[src/rtl/viterbi_dec.sv]
// rtl/viterbi_dec.sv - hard-decision K=3 rate-1/2 (7,5) Viterbi decoder, per-frame traceback
module viterbi_dec #(
  parameter int FRAME_LEN = 64,
  parameter int PM_W      = 8
) (
  input  logic clk,
  input  logic rst_n,
  input  logic in_valid,
  input  logic y0,
  input  logic y1,
  output logic in_ready,
  output logic out_valid,
  output logic bit_out,
  output logic frame_done
);

  localparam int            CW         = $clog2(FRAME_LEN);
  localparam logic [CW-1:0] T_LAST     = CW'(FRAME_LEN - 1);
  localparam logic [CW-1:0] T_OUT_LAST = CW'(FRAME_LEN - 3);
  localparam logic [PM_W-1:0] PM_INIT  = PM_W'((1 << (PM_W - 2)) - 1);

  typedef enum logic [1:0] {ST_ACS, ST_TRACE, ST_OUT} state_t;

  state_t              state, state_nxt;
  logic [CW-1:0]       t;
  logic [PM_W-1:0]     pm     [4];
  logic [PM_W-1:0]     pm_nxt [4];
  logic [PM_W:0]       cand0  [4];
  logic [PM_W:0]       cand1  [4];
  logic [PM_W:0]       surv_m [4];
  logic [PM_W:0]       min01, min23, min_all;
  logic [3:0]          dec_nxt;
  logic [3:0]          surv [FRAME_LEN];
  logic [FRAME_LEN-1:0] dbuf;
  logic [1:0]          tr_s;
  logic                accept;

  function automatic logic [1:0] branch_metric(input logic b, input logic [1:0] p,
                                               input logic r0, input logic r1);
    return {1'b0, b ^ p[1] ^ p[0] ^ r0} + {1'b0, b ^ p[0] ^ r1};
  endfunction

  assign accept = in_valid && (state == ST_ACS);

  // State s is reached from {s[0],0} or {s[0],1} with input bit s[1]; ties keep {s[0],0}.
  for (genvar s = 0; s < 4; s++) begin : g_acs
    localparam logic [1:0] P0 = 2'(2 * (s % 2));
    localparam logic [1:0] P1 = 2'(2 * (s % 2) + 1);
    localparam logic       B  = 1'(s / 2);
    assign cand0[s]   = {1'b0, pm[P0]} + {{(PM_W-1){1'b0}}, branch_metric(B, P0, y0, y1)};
    assign cand1[s]   = {1'b0, pm[P1]} + {{(PM_W-1){1'b0}}, branch_metric(B, P1, y0, y1)};
    assign dec_nxt[s] = cand1[s] < cand0[s];
    assign surv_m[s]  = dec_nxt[s] ? cand1[s] : cand0[s];
    assign pm_nxt[s]  = PM_W'(surv_m[s] - min_all);
  end

  assign min01   = (surv_m[0] < surv_m[1]) ? surv_m[0] : surv_m[1];
  assign min23   = (surv_m[2] < surv_m[3]) ? surv_m[2] : surv_m[3];
  assign min_all = (min01 < min23) ? min01 : min23;

  always_ff @(posedge clk or negedge rst_n) begin
    if (!rst_n) state <= ST_ACS;
    else        state <= state_nxt;
  end

  always_comb begin
    state_nxt = state;
    case (state)
      ST_ACS:   if (accept && t == T_LAST) state_nxt = ST_TRACE;
      ST_TRACE: if (t == '0) state_nxt = ST_OUT;
      ST_OUT:   if (t == T_OUT_LAST) state_nxt = ST_ACS;
      default:  state_nxt = ST_ACS;
    endcase
  end

  // One counter serves all phases: up during ACS, down during TRACE, up again during OUT.
  always_ff @(posedge clk or negedge rst_n) begin
    if (!rst_n) begin
      t     <= '0;
      tr_s  <= '0;
      pm[0] <= '0;
      pm[1] <= PM_INIT;
      pm[2] <= PM_INIT;
      pm[3] <= PM_INIT;
    end else begin
      case (state)
        ST_ACS: begin
          tr_s <= '0;
          if (accept) begin
            pm <= pm_nxt;
            if (t != T_LAST) t <= t + 1'b1;
          end
        end
        ST_TRACE: begin
          tr_s <= {tr_s[0], surv[t][tr_s]};
          if (t != '0) t <= t - 1'b1;
        end
        ST_OUT: begin
          if (t == T_OUT_LAST) begin
            t     <= '0;
            pm[0] <= '0;
            pm[1] <= PM_INIT;
            pm[2] <= PM_INIT;
            pm[3] <= PM_INIT;
          end else begin
            t <= t + 1'b1;
          end
        end
        default: t <= '0;
      endcase
    end
  end

  always_ff @(posedge clk) begin
    if (accept) surv[t] <= dec_nxt;
    if (state == ST_TRACE) dbuf[t] <= tr_s[1];
  end

  assign in_ready   = (state == ST_ACS);
  assign out_valid  = (state == ST_OUT);
  assign bit_out    = out_valid & dbuf[t];
  assign frame_done = out_valid && (t == T_OUT_LAST);

endmodule

[config.mk]
export PLATFORM = sky130hd
export DESIGN_NAME = viterbi_dec
export DESIGN_NICKNAME = d
export VERILOG_FILES = /design/src/rtl/viterbi_dec.sv
export SDC_FILE = /design/constraint.sdc
export NUM_CORES = 1
export LEC_CHECK = 0
export CORE_UTILIZATION = 45
export CTS_BUF_LIST = sky130_fd_sc_hd__clkbuf_4 sky130_fd_sc_hd__clkbuf_8
export CTS_CLUSTER_DIAMETER = 80
export CTS_CLUSTER_SIZE = 8
export DETAILED_ROUTE_END_ITERATION = 6
export GPL_TIMING_DRIVEN = 0
export HOLD_SLACK_MARGIN = 0.06
export SLEW_MARGIN = 10
export SYNTH_ARGS = -nofsm -noshare
export SYNTH_HDL_FRONTEND = slang
export SYNTH_SLANG_ARGS = --single-unit
[constraint.sdc]
create_clock -name clk -period 15.9 [get_ports clk]
set_clock_uncertainty 0.15 [all_clocks]
set_input_delay 2.385 -clock clk [delete_from_list [all_inputs] [get_ports clk]]
set_output_delay 2.385 -clock clk [all_outputs]
set_load 0.01 [all_outputs]
; ---- After elaboration in Yosys (flattened, before gate mapping)
; Memory sizes are Yosys's and may differ from the RTL's.
; Index checks and enable logic that the tools add are counted.
[op_classes]
n_addsub = 18
order_cmp = 10
eq_ne = 11
n_mux = 29
n_bitwise = 3
n_reduce_logical = 12
[ops]
columns = op, count
row1 = adder 8 x 2 -> 9 bit, 8
row2 = bitwise mux 64 bit, 1
row3 = two-way mux 32 bit, 2
row4 = one-hot mux 32 bit (2 select lines), 1
row5 = < comparator 9 bit, 7
row6 = two-way mux 9 bit, 6
row7 = subtractor 8 bit, 4
row8 = two-way mux 6 bit, 4
row9 = one-hot mux 6 bit (3 select lines), 1
row10 = "== test 6 bit, second input constant", 2
row11 = AND reduction 3 bit, 3
row12 = adder 1 x 1 -> 2 bit, 4
row13 = two-way mux 8 bit, 1
row14 = "!= test 2 x 1 -> 1 bit, second input constant", 4
row15 = "< comparator 6 x 7 -> 1 bit, second input constant", 1
row16 = "adder 6 x 1 -> 6 bit, second input constant", 1
row17 = binary-select mux 1 bit (select 6 bit), 1
row18 = demux 1 bit (select 6 bit), 1
row19 = ">= comparator 6 x 1 -> 1 bit, second input constant", 1
row20 = logical NOT 6 bit, 1
row21 = two-way mux 2 bit, 3
row22 = "!= test 6 bit, second input constant", 1
row23 = one-hot mux 2 bit (3 select lines), 1
row24 = nonzero test 6 bit, 1
row25 = other kinds (13), 23
[word_totals]
reg_bits = 106
ram_bits = 256
in_bits = 5
out_inout_bits = 4
elab_cells = 92
n_memories = 1
[memory_table]
columns = memory, words, width, read_ports, rd_clocked_by_memory_dff, wr, line
row1 = surv, 64, 4, 1, 0, 1, 33  ; logic [3:0] surv [FRAME_LEN];

; ---- Longest topological paths before layout
[depth]
word_depth = 12
ltp_mapped = 45
ltp_nobuf = 44

; ---- Worst setup path after synthesis
; OpenSTA, ideal clock, no wires.
[synth_path]
path_kind = input to register
startpoint = input port y0
endpoint = register pm[31] in the netlist's numbering
setup_ns = 0.131
t_arrival_ns = 11.159
required_time_ns = 15.619
setup_slack_ns = 4.460
cell_stages = 43
n_path_buf = 1
path_cell_list = inv_1 > ha_1 > inv_1 > ha_1 > nor2b_1 > o21ai_1 > a21oi_1 > xnor2_1 > ha_1 > a21boi_0 > a221o_1 > a31o_4 > a21oi_4 > buf_1 > mux2i_1 > inv_1 > ha_1 > a21oi_1 > [... 7 more ...] > ha_1 > a21o_1 > a221o_1 > a21oi_1 > o31a_1 > o31a_1 > and3_1 > nor2_2 > ha_1 > nor2b_1 > o21ai_0 > nand2b_1 > a21o_1 > maj3_2 > a21o_1 > a21oi_2 > xnor2_1 > o21ai_1
[synth_via]
elab_chain_cells = 12
word_cells_on_any_way = 30
[synth_rtl]
columns = element, line
row1 = start: declaration, 9  ; input logic y0,
row2 = NOT 1 bit (no line), n/a
row3 = adder 1 x 1 -> 2 bit, 40  ; return {1'b0, b ^ p[1] ^ p[0] ^ r0} + {1'b0, b ^ p[0] ^ r1};
row4 = adder 8 x 2 -> 9 bit, 51  ; assign cand1[s] = {1'b0, pm[P1]} + {{(PM_W-1){1'b0}}, branch_metric(B, P1, y0, y1)};
row5 = < comparator 9 bit (*), 52  ; assign dec_nxt[s] = cand1[s] < cand0[s];
row6 = named net dec_nxt[3], 32  ; logic [3:0] dec_nxt;
row7 = two-way mux 9 bit (*), 53  ; assign surv_m[s] = dec_nxt[s] ? cand1[s] : cand0[s];
row8 = < comparator 9 bit, 58  ; assign min23 = (surv_m[2] < surv_m[3]) ? surv_m[2] : surv_m[3];
row9 = two-way mux 9 bit (*), 58
row10 = < comparator 9 bit, 59  ; assign min_all = (min01 < min23) ? min01 : min23;
row11 = two-way mux 8 bit (*), 59
row12 = subtractor 8 bit (*), 54  ; assign pm_nxt[s] = PM_W'(surv_m[s] - min_all);
row13 = two-way mux 32 bit (*), 89  ; if (accept) begin
row14 = one-hot mux 32 bit (2 select lines) (*), 86  ; case (state)
row15 = end signal: assignment, 90  ; pm <= pm_nxt;
row16 = end: declaration, 26  ; logic [PM_W-1:0] pm [4];
; Mark *: on every way through the listed nets, which the timed path passes. The rest lies on a longest branch. The select of a mux whose other input is x is not followed.
; A chain may end at the register's enable or synchronous reset.

; ---- Worst setup path in the final report
[layout_path]
startpoint = input port y1
endpoint = register pm[22] in the netlist's numbering
[layout_via]
elab_chain_cells = 12
word_cells_on_any_way = 30
[layout_rtl]
columns = element, line
row1 = start: declaration, 10  ; input logic y1,
row2 = NOT 1 bit (no line), n/a
row3 = adder 1 x 1 -> 2 bit, 40
row4 = adder 8 x 2 -> 9 bit, 51
row5 = < comparator 9 bit (*), 52
row6 = named net dec_nxt[0], 32
row7 = two-way mux 9 bit (*), 53
row8 = < comparator 9 bit, 57  ; assign min01 = (surv_m[0] < surv_m[1]) ? surv_m[0] : surv_m[1];
row9 = two-way mux 9 bit (*), 57
row10 = < comparator 9 bit, 59
row11 = two-way mux 8 bit (*), 59
row12 = subtractor 8 bit (*), 54
row13 = two-way mux 32 bit (*), 89
row14 = one-hot mux 32 bit (2 select lines) (*), 86
; Marked as above.

==> impl_metrics.json <==
{
  "n_antenna_cell": 0,
  "crit_arrival_ns": 13.29,
  "io_pins": 9,
  "clkTransAtPathRegs_ns": 0.07,
  "clk_latency_ns": 0.64,
  "hold_class": "register to register",
  "timing.critical_path.to_type": "register",
  "cts_hold_buffers": 0,
  "fp.dieArea_sq_mm": 0.04313,
  "synth_area_leaders": "edfxtp_1, a22oi_1, ha_1",
  "crit_required_ns": 16.26,
  "synthArstFlopShare": 0.1160,
  "ys_warn_count": 0,
  "core_sq_mm": 0.04129,
  "cpMaxStageDelayCell": "clkinv_2",
  "syn2layout_area_growth_pct": 9.478,
  "die_w_um": 207.7,
  "initial_core_util": 0.4610,
  "status": "finished, final reports clean",
  "tightestPinTransition_ns": 1.283,
  "drc": 0,
  "grt_antenna_before_repair": 0,
  "nFillCells": 3694,
  "drt_wl_total_um": 57440,
  "grt-ovfl-total": 0,
  "htree_levels": 2,
  "path_class": "primary input to register",
  "grt_first_pass_wirelength_um": 84970,
  "synth_largest_area_cell": "edfxtp_1",
  "die_height_um": 207.7,
  "root_buffer": "clkbuf_8",
  "synthFlopType": "edfxtp_1",
  "setup_viol": 0,
  "netlist_area_sq_mm": 0.01904,
  "ys_seq_area_frac": 0.5612,
  "drtIter0Drc": 1516,
  "grt_usage": 0.2648,
  "synthCells": 1632,
  "cts.sinks": 362,
  "preCtsSetupSlack_ns": 2.591,
  "routed_via_density": 6.254,
  "final_common_cell": "edfxtp_1",
  "vias": 14140,
  "finalHoldViolations": 0,
  "grt_max_degree": 74,
  "drv_slew": 0,
  "final.period_utilization": 0.8131,
  "cap_violations": 0,
  "wl_per_cell_um": 25.41,
  "postSynthAreaPerCell_sq_um": 11.66,
  "synth.distinct_cells": 104,
  "hpwl_um": 39630,
  "ff2ff_path_depth": 36,
  "tns_ns": 0,
  "cts_buffer_depth": 3,
  "ys_ff_latch": 362,
  "fmax_ghz": 0.07735,
  "cts_resized": 0,
  "path_common_cell": "ha_1",
  "nets": 1780,
  "cp_max_fo": 71,
  "post_cts_buffers": 0,
  "drive_above_1_share": 0.1116,
  "min_period_ns": 12.93,
  "yosysTopAreaCellShare": 0.5048,
  "slowest_delay_ns": 0.89,
  "final_cell_mix": "edfxtp_1, nor2_1, a22oi_1",
  "multiInputGateArea_sq_mm": 0.007806,
  "timing.final.ws_setup_ns": 2.971,
  "first_pass_iters": 5,
  "cts_buffers": 51,
  "synth_enable_flop_cells": 320,
  "grt_setup_unrepaired": "false",
  "gp_congestion": 0.8905,
  "grt_pass1_vias": 13660,
  "min_path_cells": 2,
  "synthesis.nets": 1715,
  "regArea_sq_mm": 0.01068,
  "start_kind": "primary input",
  "detail-route-antenna-nets": 0,
  "port_buffers": 8,
  "cts_tree": "built",
  "whs_ns": 0.3723,
  "rows": 74,
  "slew_headroom": 0.1382
}
[per-stage QoR]
step | util | instance area [sq um] | cells
final | 0.5047 | 20840 | 2261
after global routing | 0.5047 | 20840 | 2261
after CTS | 0.5046 | 20840 | 2261
after detailed placement | 0.4811 | 19870 | 2176
after global placement | 0.4790 | 19780 | 2172
after floorplan | - | 19040 | 1632
[final timing paths]
path                             start     end  slack, ns
min in group asynchronous        rst_n    t[3]       1.57
worst min register to register  pm[24]  pm[24]       0.37
max in group asynchronous        rst_n  pm[16]      13.43
worst min-delay path            pm[24]  pm[24]       0.37
worst max register to register  pm[25]  pm[22]       5.73
worst max-delay path                y1  pm[22]       2.97
[final cells by class]
cell class	count	area share
clock inverters	4	0.002101
repair buffers	12	0.007445
plain buffers	85	0.01705
well taps	532	0.03194
clock buffers	81	0.04449
inverters	53	0.009726
multi-input cells	1132	0.3746
flip-flops and latches	362	0.5127
[layer usage]
layer  track usage  vias up  part of all wire  wire length, um
met4       0.08404        0             0.028             1586
met3       0.06657      103              0.10             5836
met1        0.3732     6937              0.43            24960
met5             0        -                 0                0
met2        0.4008      716              0.44            25060
li1              -     6384                 -                -
[registers in the layout, summed over array words and instances (netlist names)]
name   count
state      2
dbuf      64
surv     256
pm        32
t          6
tr_s       2
[synth_stat cells, drive strengths merged (20+ instances only)]
cell type,n
edfxtp,320
nor2,212
a22oi,130
nand2,82
ha,77
o21ai,70
a21oi,65
clkbuf,58
inv,53
xnor2,49
nand3,36
xor2,36
buf,27
nand4,27
dfrtp,24
a221oi,23
a21o,21
a31oi,21
mux2i,20
[worst max-delay path: cells and delay by family]
kind | cells | cell delay, ns
compound gates | 15 | 3.49
fa+ha+maj | 8 | 2.41
buf+inv | 5 | 2.18
mux | 3 | 1.21
simple gates | 8 | 1.18
xor+xnor | 2 | 0.39
[logic make-up after synthesis]
group                      after synthesis  synth area share
and+or+nand+nor                        475            0.1172
AOI/OAI and AO/OA                      456            0.1799
DFF                                    362            0.5612
buffers and inverters                  138           0.02899
xor gates and xnor gates                86           0.04029
adders and majority gates               86           0.05620
muxes                                   29           0.01624
Power is not shown: default switching activity piles up to over one toggle a cycle in this logic, so the estimate is an artifact.
